[config.mk]
export PLATFORM = sky130hd
export DESIGN_NAME = round_pack_pipe
export DESIGN_NICKNAME = d
export VERILOG_FILES = /design/src/rtl/round_pack_pipe_pkg.sv /design/src/rtl/round_pack_pipe_inc.sv /design/src/rtl/round_pack_pipe.sv
export SDC_FILE = /design/constraint.sdc
export NUM_CORES = 1
export LEC_CHECK = 0
export CORE_MARGIN = 2
export CORE_UTILIZATION = 54
export CTS_CLUSTER_DIAMETER = 80
export DETAILED_ROUTE_END_ITERATION = 10
export MAX_ROUTING_LAYER = met4
export PLACE_DENSITY = 0.86
export RECOVER_POWER = 50
export SLEW_MARGIN = 40
export SYNTH_ARGS = -nofsm -noshare
export SYNTH_HDL_FRONTEND = slang
export SYNTH_SLANG_ARGS = --single-unit
[constraint.sdc]
create_clock -name clk -period 10.1 [get_ports clk]
set_input_delay 1.515 -clock clk [delete_from_list [all_inputs] [get_ports clk]]
set_output_delay 1.515 -clock clk [all_outputs]
set_load 0.05 [all_outputs]
[src/rtl/round_pack_pipe_pkg.sv]
// Shared definitions for the normalise-round-pack pipeline: rounding modes,
// flag bit positions and the standard IEEE-754 format widths.
package round_pack_pipe_pkg;

  typedef enum logic [2:0] {
    RM_RTZ = 3'b000,
    RM_RUP = 3'b001,
    RM_RDN = 3'b010,
    RM_RNE = 3'b011,
    RM_RNA = 3'b100
  } rnd_mode_e;

  // Bit positions inside the 3-bit flag vectors {overflow, underflow, inexact}
  localparam int unsigned FLAG_INEXACT   = 0;
  localparam int unsigned FLAG_UNDERFLOW = 1;
  localparam int unsigned FLAG_OVERFLOW  = 2;
  localparam int unsigned FLAG_W         = 3;

  // (MAN_W, EXP_W) pairs for the supported formats
  localparam int unsigned SP_MAN_W = 23;
  localparam int unsigned SP_EXP_W = 8;
  localparam int unsigned DP_MAN_W = 52;
  localparam int unsigned DP_EXP_W = 11;

  // On overflow, decide between infinity (1) and the largest finite value (0).
  // Undefined mode encodings behave as round-to-nearest-even.
  function automatic logic ovf_to_inf(input logic [2:0] mode, input logic sign);
    logic r;
    case (mode)
      RM_RTZ:  r = 1'b0;
      RM_RUP:  r = !sign;
      RM_RDN:  r = sign;
      default: r = 1'b1;
    endcase
    return r;
  endfunction

endpackage

[src/rtl/round_pack_pipe_inc.sv]
// Rounding increment decision: from mode, sign, guard, sticky and the
// mantissa lsb, decide whether the truncated mantissa is bumped by one ulp.
module round_inc_decide
  import round_pack_pipe_pkg::*;
(
  input  logic [2:0] mode_i,
  input  logic       sign_i,
  input  logic       guard_i,
  input  logic       sticky_i,
  input  logic       lsb_i,
  output logic       inc_o
);

  // Per-mode increment rule; encodings 101-111 fall through to RNE
  always_comb begin
    inc_o = 1'b0;
    case (mode_i)
      RM_RTZ:  inc_o = 1'b0;
      RM_RUP:  inc_o = !sign_i && (guard_i || sticky_i);
      RM_RDN:  inc_o = sign_i && (guard_i || sticky_i);
      RM_RNA:  inc_o = guard_i;
      default: inc_o = guard_i && (sticky_i || lsb_i);
    endcase
  end

endmodule

[src/rtl/round_pack_pipe.sv]
// Two-stage normalise / round-pack pipeline for the real_mul datapath.
// Stage 1 normalises the raw significand product and extracts mantissa,
// guard and sticky; stage 2 rounds, handles exponent carry, overflow and
// flush-to-zero underflow, and presents the packed fields with per-beat
// flags. valid/ready backpressure with full throughput; sticky status flags.
module round_pack_pipe
  import round_pack_pipe_pkg::*;
#(
  parameter int unsigned MAN_W  = 23,
  parameter int unsigned EXP_W  = 8,
  parameter int unsigned PROD_W = 2 * (MAN_W + 1)
) (
  input  logic                clk,
  input  logic                rst_n,
  input  logic                in_valid,
  output logic                in_ready,
  input  logic [2:0]          in_mode,
  input  logic                in_sign,
  input  logic [EXP_W+1:0]    in_exp,
  input  logic [PROD_W-1:0]   in_sig,
  output logic                out_valid,
  input  logic                out_ready,
  output logic                out_sign,
  output logic [EXP_W-1:0]    out_exp,
  output logic [MAN_W-1:0]    out_man,
  output logic                out_inexact,
  output logic                out_overflow,
  output logic                out_underflow,
  input  logic                flags_clr,
  output logic [FLAG_W-1:0]   flags_sticky
);

  // Internal exponent is one bit wider than the input so that the
  // normalise and rounding-carry increments can never wrap.
  localparam int unsigned EXPI_W = EXP_W + 3;
  localparam logic signed [EXPI_W-1:0] EXP_INF = {3'b000, {EXP_W{1'b1}}};

  // ---------------- handshake ----------------
  logic s1_v_q, s2_v_q;
  logic s1_ready, s2_ready;

  assign s2_ready = !s2_v_q || out_ready;
  assign s1_ready = !s1_v_q || s2_ready;
  assign in_ready = s1_ready;

  // ---------------- stage 1: normalise ----------------
  logic                     norm_shift;
  logic [MAN_W-1:0]         s1_man_d,  s1_man_q;
  logic                     s1_g_d,    s1_g_q;
  logic                     s1_s_d,    s1_s_q;
  logic signed [EXPI_W-1:0] s1_exp_d,  s1_exp_q;
  logic                     s1_zero_d, s1_zero_q;
  logic                     s1_tiny_d, s1_tiny_q;
  logic [2:0]               s1_mode_q;
  logic                     s1_sign_q;

  assign norm_shift = in_sig[PROD_W-1];

  // Significand in [2,4) is shifted right by one; the bit shifted out
  // lands in the sticky field, which is the OR of everything below guard.
  always_comb begin
    if (norm_shift) begin
      s1_man_d = in_sig[PROD_W-2 -: MAN_W];
      s1_g_d   = in_sig[PROD_W-2-MAN_W];
      s1_s_d   = |in_sig[PROD_W-3-MAN_W:0];
    end else begin
      s1_man_d = in_sig[PROD_W-3 -: MAN_W];
      s1_g_d   = in_sig[PROD_W-3-MAN_W];
      s1_s_d   = |in_sig[PROD_W-4-MAN_W:0];
    end
    s1_exp_d  = {in_exp[EXP_W+1], in_exp} + {{(EXPI_W-1){1'b0}}, norm_shift};
    s1_zero_d = (in_sig == '0) || (in_sig[PROD_W-1:PROD_W-2] == 2'b00);
    s1_tiny_d = (in_sig != '0) && (in_sig[PROD_W-1:PROD_W-2] == 2'b00);
  end

  // Stage-1 register: capture an accepted input beat
  always_ff @(posedge clk) begin
    if (!rst_n) begin
      s1_v_q    <= 1'b0;
      s1_mode_q <= '0;
      s1_sign_q <= 1'b0;
      s1_exp_q  <= '0;
      s1_man_q  <= '0;
      s1_g_q    <= 1'b0;
      s1_s_q    <= 1'b0;
      s1_zero_q <= 1'b0;
      s1_tiny_q <= 1'b0;
    end else if (s1_ready) begin
      s1_v_q <= in_valid;
      if (in_valid) begin
        s1_mode_q <= in_mode;
        s1_sign_q <= in_sign;
        s1_exp_q  <= s1_exp_d;
        s1_man_q  <= s1_man_d;
        s1_g_q    <= s1_g_d;
        s1_s_q    <= s1_s_d;
        s1_zero_q <= s1_zero_d;
        s1_tiny_q <= s1_tiny_d;
      end
    end
  end

  // ---------------- stage 2: round and pack ----------------
  logic                     inc;
  logic                     carry;
  logic [MAN_W-1:0]         man_sum;
  logic signed [EXPI_W-1:0] exp_f;

  round_inc_decide u_inc (
    .mode_i   (s1_mode_q),
    .sign_i   (s1_sign_q),
    .guard_i  (s1_g_q),
    .sticky_i (s1_s_q),
    .lsb_i    (s1_man_q[0]),
    .inc_o    (inc)
  );

  // Mantissa wrap to zero on an all-ones increment carries into the exponent
  always_comb begin
    man_sum = s1_man_q + {{(MAN_W-1){1'b0}}, inc};
    carry   = (&s1_man_q) && inc;
    exp_f   = s1_exp_q + {{(EXPI_W-1){1'b0}}, carry};
  end

  logic                 s2_sign_d, s2_sign_q;
  logic [EXP_W-1:0]     s2_exp_d,  s2_exp_q;
  logic [MAN_W-1:0]     s2_man_d,  s2_man_q;
  logic [FLAG_W-1:0]    s2_flg_d,  s2_flg_q;

  // Final result selection: zero input, flush-to-zero, overflow, normal
  always_comb begin
    s2_sign_d = s1_sign_q;
    s2_exp_d  = '0;
    s2_man_d  = '0;
    s2_flg_d  = '0;
    if (s1_zero_q) begin
      s2_flg_d[FLAG_UNDERFLOW] = s1_tiny_q;
      s2_flg_d[FLAG_INEXACT]   = s1_tiny_q;
    end else if (exp_f[EXPI_W-1] || (exp_f == '0)) begin
      s2_flg_d[FLAG_UNDERFLOW] = 1'b1;
      s2_flg_d[FLAG_INEXACT]   = 1'b1;
    end else if (exp_f >= EXP_INF) begin
      s2_flg_d[FLAG_OVERFLOW] = 1'b1;
      s2_flg_d[FLAG_INEXACT]  = 1'b1;
      if (ovf_to_inf(s1_mode_q, s1_sign_q)) begin
        s2_exp_d = '1;
        s2_man_d = '0;
      end else begin
        s2_exp_d = {{(EXP_W-1){1'b1}}, 1'b0};
        s2_man_d = '1;
      end
    end else begin
      s2_exp_d = exp_f[EXP_W-1:0];
      s2_man_d = man_sum;
      s2_flg_d[FLAG_INEXACT] = s1_g_q || s1_s_q;
    end
  end

  // Stage-2 register: output beat, held while downstream stalls
  always_ff @(posedge clk) begin
    if (!rst_n) begin
      s2_v_q    <= 1'b0;
      s2_sign_q <= 1'b0;
      s2_exp_q  <= '0;
      s2_man_q  <= '0;
      s2_flg_q  <= '0;
    end else if (s2_ready) begin
      s2_v_q <= s1_v_q;
      if (s1_v_q) begin
        s2_sign_q <= s2_sign_d;
        s2_exp_q  <= s2_exp_d;
        s2_man_q  <= s2_man_d;
        s2_flg_q  <= s2_flg_d;
      end
    end
  end

  // ---------------- sticky flags ----------------
  logic [FLAG_W-1:0] sticky_q;

  // Accumulate flags of accepted beats; a same-cycle clear loses to the beat
  always_ff @(posedge clk) begin
    if (!rst_n) begin
      sticky_q <= '0;
    end else if (s2_v_q && out_ready) begin
      sticky_q <= (flags_clr ? '0 : sticky_q) | s2_flg_q;
    end else if (flags_clr) begin
      sticky_q <= '0;
    end
  end

  assign out_valid     = s2_v_q;
  assign out_sign      = s2_sign_q;
  assign out_exp       = s2_exp_q;
  assign out_man       = s2_man_q;
  assign out_inexact   = s2_flg_q[FLAG_INEXACT];
  assign out_overflow  = s2_flg_q[FLAG_OVERFLOW];
  assign out_underflow = s2_flg_q[FLAG_UNDERFLOW];
  assign flags_sticky  = sticky_q;

endmodule

==> metrics.md <==
| Metric | Value |
|---|---|
| CTS Root Cell | clkbuf_8 |
| Crit-path cells | dlygate4sd3_1, nor2b_1, nand2_1, and2_0, nand2_1, a221oi_1 |
| Layout cells sized above 1 | 5.57% |
| CTS H-tree depth | 3 |
| WP data arrival | 5380 ps |
| Max cap viols | 2 |
| Design Power | 856 µW |
| Cell internal pwr | 616 µW |
| Synth unique cells | 54 |
| Initial Utilization | 54.9% |
| Final setup vio count | 0 |
| Post-CTS Resized | 0 |
| Drt total wl | 11.3 mm |
| Vias in the first global route | 4059 |
| FF-to-FF path depth | 5 |
| Mapped Area | 4470 µm² |
| DP HPWL | 8.57 mm |
| CTS buffer count | 9 |
| Port Buffers | 106 |
| Number of enable flip-flop cells after synthesis | 0 |
| Clk_skew | 13.8 ps |
| Sequential fraction of the synthesis area | 36.8% |
| Critical path's largest stage delay | 2270 ps |
| Drc violations | 0 |
| Setup Buffers After CTS | 0 |
| Post-Place Cell Area | 5510 µm² |
| Area Overhead vs Synth | 29.4% |
| Diode count | 0 |
| WP depth | 6 |
| Most used cell, CP | nand2_1 |
| Pwr Density | 148 nW/µm² |
| Rows | 33 |
| Unrepaired setup endpoints after global routing | no |
| Slew Limit Fails | 128 |
| CP Launch Type | input port |
| Worst Path Max Fanout | 69 |
| Post-Route Utilization | 71.1% |
| Post-layout worst setup margin | 4930 ps |
| Worst vdd ir | 0.0000932 V |
| FMAX | 193 MHz |
| Post-route ant nets | 0 |
| CP delay by family, top | simple AND/OR/NAND/NOR gates |
| Clock latency on the worst-skew pair | 350 ps |
| Final RePlAce weighted congestion | 0.931 |
| Filler cell count | 650 |
| Worst hold stages | 2 |
| Critical Path Slowest Stage Cell | and2_0 |
| Via Count | 4440 |
| Final setup TNS | 0 ps |
| Grt ovf | 0 |
| Seq pwr share | 43.1% |
| Outcome | complete, but fails checks |
| Overall die height | 95.0 µm |
| Syn Inst Count | 540 |
| Routed len/inst | 15.5 µm |
| Clk sinks | 82 |
| FFs w/ async S/R, synth | 0% |
| TritonRoute pass-1 iters | 5 |
| Flops & latches, synth | 82 |
| Gate power share | 20.8% |
| Largest net degree at the start of global routing | 70 |
| Switching Share | 28.0% |
| DR iter-0 viols | 283 |
| Yosys warnings | 0 |
| Part of the cycle the worst path needs | 51.2% |
| Initial antenna violation count | 0 |
| Slew @ Worst Pin | 3130 ps |
| Syn nets | 613 |
| Pre-CTS setup slack | 5400 ps |
| Vias per Instance | 6.06 |
| Final hold vios | 0 |
| Critical path required time | 10310 ps |
| IO Count | 107 |
| Fin area | 5780 µm² |
| Leakage Power | 2.21 nW |
| Global-route wire length before repair | 18.7 mm |
| Die area | 9020 µm² |
| CTS tree | yes |
| Worst Path Buf+Inv | 1 |
| Die X | 95.0 µm |
| GRT Resource Usage Total | 26.6% |
| Clk pwr share | 36.1% |
| CP endpoint kind | register |
| Switch Pwr | 239 µW |
| Hold Path Class | register to register |
| WS Path Type | input port to register |
| Max-slew headroom | -108% |
| Syn avg cell area | 8.27 µm² |
| Core ar. | 8130 µm² |
| Clock buffer depth | 2 |
| Tmin final | 5170 ps |
| Ys flop type | dfxtp_1 |
| # hold bufs at CTS | 0 |
| Clock-pin slew on the worst setup and hold paths | 80 ps |
| Post-layout nets | 696 |
| Failing checks | max-capacitance violations, max-slew violations |
cell type report:
class	instances	area (µm²)	share of cell area, %
clock buffer	11	141	2.45
clock inverter	5	125	2.16
multi-input combinational	409	2610	45.2
tap	105	131	2.27
sequential	82	1640	28.4
inverter	11	41.3	0.714
timing repair buffer	110	1090	18.8
registers in the layout, indices dropped and copies added, names as in the netlist:
name,count
out_valid,1
out_exp,8
s2_flg_q,3
s1_v_q,1
s1_exp_q,11
flags_sticky,3
s1_man_q,23
s1_g_q,1
s1_s_q,1
s1_tiny_q,1
out_sign,1
s1_mode_q,3
s1_sign_q,1
out_man,23
s1_zero_q,1
through the flow:
stage               hold WS (ps)  std cells
global route                 484        733
CTS                          458        733
global placement             436        717
floorplan                    441        540
detailed placement           444        717
finish                       450        733
Yosys cell counts, types with 5 or more instances:
| master | instances | area (µm²) |
|---|---|---|
| xnor2_1 | 14 | 123 |
| nor3_1 | 26 | 130 |
| mux2i_1 | 24 | 240 |
| a211oi_1 | 36 | 270 |
| dfxtp_1 | 82 | 1640 |
| and3_1 | 7 | 43.8 |
| o31ai_1 | 23 | 173 |
| nand2_1 | 70 | 263 |
| and2_1 | 5 | 31.3 |
| a221oi_1 | 9 | 78.8 |
| o21ai_0 | 13 | 65.1 |
| clkbuf_1 | 25 | 93.8 |
| xor2_1 | 10 | 87.6 |
| inv_1 | 11 | 41.3 |
| nor2_1 | 50 | 188 |
| nand4_1 | 12 | 75.1 |
| nand3_1 | 16 | 80.1 |
| a21oi_1 | 19 | 95.1 |
| ha_1 | 6 | 75.1 |
| nor4_1 | 18 | 113 |
tightest hold or removal path: stages (launching register included):
cell and delay [ps]:
dfxtp_1 310, nand2_1 50, a21oi_1 50
power by group through the flow:
stage          logic (mW)  registers (mW)  clock network, mW
2_1_floorplan      0.0865           0.400                  0
3_3_place_gp        0.174           0.374                  0
3_5_place_dp        0.178           0.376                  0
4_1_cts             0.179           0.369              0.312
5_1_grt             0.192           0.372              0.324
6_report            0.178           0.369              0.309
routing by layer:
layer  up-vias  track usage, %  part of all wire [%]  wire length, µm
met5         -               -                     0                0
met4         0            9.30                   1.4              153
met3        16            3.11                   5.7              643
met2       167            41.5                    48             5410
met1      2074            35.8                    45             5120
li1       2183               -                     -                -
cells by family after synthesis:
group	Yosys count	share of synthesized area, %
buffers and inverters	49	4.99
AND/OR/NAND/NOR	227	25.4
AO/OA/AOI/OAI	128	21.1
flip-flops	82	36.8
XOR/XNOR	24	4.71
adder cells (fa/ha/maj)	6	1.68
multiplexers	24	5.38
final timing paths:
check / slack [ps] / startpoint / to
setup / recovery: 4930 / out_ready / s1_tiny_q$_SDFFE_PN0P_
hold reg to reg: 450 / out_sign$_SDFFE_PN0P_ / out_sign$_SDFFE_PN0P_
hold / removal: 450 / out_sign$_SDFFE_PN0P_ / out_sign$_SDFFE_PN0P_
setup reg to reg: 6300 / out_valid$_SDFFE_PN0P_ / s1_tiny_q$_SDFFE_PN0P_
cell usage in the layout (no fill, tap or decap), types with 14 or more instances in the layout:
master | synthesis | final
nor4_1 | 18 | 18
dfxtp_1 | 82 | 82
mux2i_1 | 24 | 24
nand2_1 | 70 | 70
dlygate4sd3_1 | 0 | 40
xnor2_1 | 14 | 14
nor2_1 | 50 | 50
nor3_1 | 26 | 26
o31ai_1 | 23 | 23
a21oi_1 | 19 | 19
a211oi_1 | 36 | 36
clkdlybuf4s50_1 | 0 | 66
nand3_1 | 16 | 16
Note: power is estimated with default switching activity, not from simulation.
